===== src/rtl/shift_add_multiplier.sv =====
// shift_add_multiplier: sequential shift-and-add multiplier with start/done handshake.
// Define MULT_SIGNED_EN for two's-complement operands and product.
module shift_add_multiplier #(
  parameter int WIDTH = 4
) (
  input  logic               clock,
  input  logic               reset,
  input  logic               start,
  input  logic [WIDTH-1:0]   multiplicand,
  input  logic [WIDTH-1:0]   multiplier,
  output logic               ready,
  output logic               busy,
  output logic               done,
  output logic [2*WIDTH-1:0] product
);
  localparam int CW = $clog2(WIDTH + 1);
  typedef enum logic [1:0] {IDLE, CALC, DONE} state_t;
  state_t           state;
  logic [WIDTH-1:0] a, q, m;
  logic [CW-1:0]    count;
  logic [WIDTH:0]   sum;
  // sum is {C,A} after the add step; its MSB is the carry (or sign) shifted into A
`ifdef MULT_SIGNED_EN
  always_comb sum = !q[0] ? {a[WIDTH-1], a} :
                    count == CW'(1) ? {a[WIDTH-1], a} - {m[WIDTH-1], m} :
                                      {a[WIDTH-1], a} + {m[WIDTH-1], m};
`else
  always_comb sum = q[0] ? {1'b0, a} + {1'b0, m} : {1'b0, a};
`endif
  always_ff @(posedge clock) begin
    if (reset) begin
      state   <= IDLE;
      a       <= '0;
      q       <= '0;
      m       <= '0;
      count   <= '0;
      product <= '0;
      ready   <= 1'b1;
      busy    <= 1'b0;
      done    <= 1'b0;
    end else begin
      case (state)
        IDLE: if (start) begin
          state <= CALC;
          a     <= '0;
          q     <= multiplier;
          m     <= multiplicand;
          count <= CW'(WIDTH);
          ready <= 1'b0;
          busy  <= 1'b1;
        end
        CALC: begin
          a     <= sum[WIDTH:1];
          q     <= {sum[0], q[WIDTH-1:1]};
          count <= count - 1'b1;
          if (count == CW'(1)) begin
            state   <= DONE;
            product <= {sum, q[WIDTH-1:1]};
            busy    <= 1'b0;
            done    <= 1'b1;
          end
        end
        DONE: begin
          state <= IDLE;
          done  <= 1'b0;
          ready <= 1'b1;
        end
        default: state <= IDLE;
      endcase
    end
  end
endmodule

===== config.mk =====
export PLATFORM = sky130hd
export DESIGN_NAME = shift_add_multiplier
export DESIGN_NICKNAME = d
export VERILOG_FILES = /design/src/rtl/shift_add_multiplier.sv
export SDC_FILE = /design/constraint.sdc
export NUM_CORES = 1
export LEC_CHECK = 0
export ABC_AREA = 1
export BUFFER_PORTS_ARGS = -buffer_cell sky130_fd_sc_hd__buf_2
export CORE_MARGIN = 2
export CORE_UTILIZATION = 40
export DETAILED_ROUTE_END_ITERATION = 8
export MAX_ROUTING_LAYER = met4
export SLEW_MARGIN = 15
export SYNTH_ARGS = -nofsm -noshare
export SYNTH_HDL_FRONTEND = slang
export SYNTH_SLANG_ARGS = --single-unit

===== constraint.sdc =====
create_clock -name clock -period 1.3 [get_ports clock]
set_input_delay 0.39 -clock clock [delete_from_list [all_inputs] [get_ports clock]]
set_output_delay 0.39 -clock clock [all_outputs]
set_load 0.01 [all_outputs]

==> summary.txt <==
Outcome
  – Outcome: finished, violations left
  – Failing checks: negative setup slack

CTS
  – Clk root buf: clkbuf_4
  – CTS max path bufs: 2
  – Post-CTS Hold Buffers: 0
  – CTS H-tree depth: 1
  – CTS clock-pin slew for the worst setup and hold paths: 0.15 ns
  – Worst-Skew Late Latency: 0.33 ns
  – Clock sink count: 28
  – CTS buffer count: 3
  – CTS tree: done

Pwr
  – Leakage: 0.000749 uW
  – Max VDD drop: 0.465 mV
  – Pwr dens: 1110 nW/um^2

Logic synthesis
  – Seq/Total Area, Yosys: 0.438
  – EDFF count, synth: 0
  – Synth unique cells: 28
  – Synthesized area: 1280 sq um
  – Async SR Flop Fraction: 0
  – Synth Register Bits: 28
  – Yosys top cell by area: dfxtp_1
  – Post-synth top area share: 0.438
  – Synth Flop Type: dfxtp_1
  – Cells after synthesis: 160
  – Average size of a mapped cell: 8.00 sq um
  – Yosys warns: 0
  – Post-synth net total: 178
  – Synth area leaders: dfxtp_1 (44%), nand2_1 (11%), a21oi_1 (5.9%)

Global routing
  – Total Routing Usage GR: 0.173
  – First-pass GRT wire length: 4620 um
  – Pin count of the biggest net entering global routing: 19
  – Remaining Overflow, GRT: 0
  – Antenna violations before repair: 0
  – Vias in the first global route: 1,070

Hold path
  – Hold Path Class: input port to register

Floorplanning
  – Die Footprint: 3670 sq um
  – Die Ht: 60.6 um
  – Num ports: 22
  – Die Wd: 60.6 um
  – CORE AREA: 3050 sq um
  – Row cnt: 20
  – Initial core utilization: 0.419

Layout
  – Antenna cells: 0
  – Area delta synth->final: 28.1%
  – Nets: 211
  – Final std cell area, no fill: 1640 sq um
  – Final Util: 0.537
  – Finished Layout Cells: 236
  – Share of cells above drive strength 1: 0.365

Critical path
  – Crit path kind: register to register
  – WP data arrival: 1.66 ns
  – CP max FO: 2
  – Worst Path Required: 1.55 ns
  – CP endpoint kind: register
  – Setup crit start kind: register

STA
  – Slew Limit Headroom: 0.809
  – Hold_ws: 0.278 ns
  – Clock skew: 0.00559 ns
  – RSZ-0062 raised after global routing: true
  – Final period utilization: 1.09
  – Final hold vios: 0
  – Fmax: 0.708 GHz
  – # setup viols final: 6
  – Tmin final: 1.41 ns
  – Worst setup slack after layout: -0.113 ns
  – Max-slew violations: 0
  – Worst-Margin Slew: 0.286 ns

Drt
  – Routed wire length: 2780 um
  – Vias: 1,165
  – Via density: 4.94
  – First-pass DRT Iterations: 4
  – Starting DRT DRC Count: 30
  – # DRC: 0
  – Detail Route Antenna Nets: 0
  – Wire length per cell: 11.8 um

Placed design
  – Post-DP HPWL: 2000 um
  – Placed insts: 226
  – Place WS: -0.106 ns
  – Area after DPL: 1470 sq um
  – PortBufs: 21
  – RD Place Congestion: 0.801

Job
  – Max Cap Viol: 0
-- flip-flops by register name, summed over array words and instances (netlist names) --
name	cells
ready	1
count	3
busy	1
product	8
done	1
m	4
state	2
q	4
a	4
-- power breakdown --
group | switching [uW] | internal (uW) | total (uW)
Clock | 261 | 312 | 572
Sequential | 41.3 | 908 | 950
Combinational | 181 | 121 | 302
Total | 483 | 1340 | 1820
-- worst max-delay path, cell delays in order (launching register included) --
cell and delay [ns]:
dfxtp_2 0.36, ha_4 0.16, fa_2 0.35, nand2_2 0.09
a21oi_2 0.05, o21a_1 0.19, nand2_1 0.08, a21oi_2 0.05
-- path summary, 6_finish.rpt --
kind,startpoint,endpoint,slack (ns),cells past startpoint
worst max-delay path,m[0],a[3],-0.11,7
worst min-delay path,multiplicand[1],m[1],0.28,3
worst max register to register,m[0],a[3],-0.11,7
worst min register to register,ready,ready,0.45,2
-- metrics by stage --
| step | setup TNS, ns | power [uW] |
|---|---|---|
| global placement | -0.225 | 1230 |
| floorplan | -0.0159 | 1160 |
| global route | -0.967 | 1930 |
| CTS | -0.403 | 1820 |
| finish | -0.546 | 1820 |
| detailed placement | -0.345 | 1240 |
-- layout by cell type (no fill, tap or decap), types with 2 or more instances in the layout --
master    netlist  final
o21ai_1         3      2
buf_2           2     21
dfxtp_1        28     23
o21ai_0        10     10
nor2_4          2      4
inv_2           4      4
nand3_1        14     13
ha_4            0      3
a21oi_1        15     12
a21oi_2         0      3
inv_1          10     10
o21ai_2         3      4
dfxtp_2         0      4
nor2_1          9      8
nand2_2         1      3
buf_4           1     11
nand2_4         2      2
ha_1            6      3
clkbuf_4        0      3
nand2_1        38     36
-- layout make-up --
cell class | count | area [sq um]
fill | 296 | 1410
multi-input combinational | 112 | 707
clock inverter | 1 | 30.0
clock buffer | 3 | 22.5
tap | 44 | 55.1
inverter | 16 | 67.6
timing repair buffer | 32 | 188
sequential | 28 | 569
-- synth_stat cells, types with 2 or more instances --
master	count
nand3_1	14
ha_1	6
o21ai_1	3
nand2_4	2
inv_2	4
buf_2	2
inv_1	10
nor2_4	2
nand2_1	38
dfxtp_1	28
o21ai_2	3
a21oi_1	15
nor2_1	9
o21ai_0	10
-- kinds of logic (layout without fill, tap and decap cells) --
logic type / count (synthesis) / after routing / share of synthesized area
AO/OA/AOI/OAI: 34 / 34 / 0.148
XOR/XNOR: 1 / 1 / 0.00684
adder cells (fa/ha/maj): 7 / 7 / 0.0743
buffers and inverters: 20 / 52 / 0.0704
flip-flops: 28 / 28 / 0.438
AND/OR/NAND/NOR: 70 / 70 / 0.263
-- routing by layer --
layer,up-vias,share of wire,wire length [um],GRT usage
met5,-,0,0,-
met4,0,0.011,31,0.0652
met3,4,0.019,52,0.0256
met2,13,0.52,1450,0.280
met1,557,0.45,1250,0.219
li1,591,-,-,-
-- repair_timing --
action | CTS | global route
setup buffers | 1 | 5
pin swaps | 1 | 5
resized for setup | 5 | 11
endpoints found under the setup margin | 7 | 12
Note: power is estimated with default switching activity, not from simulation.
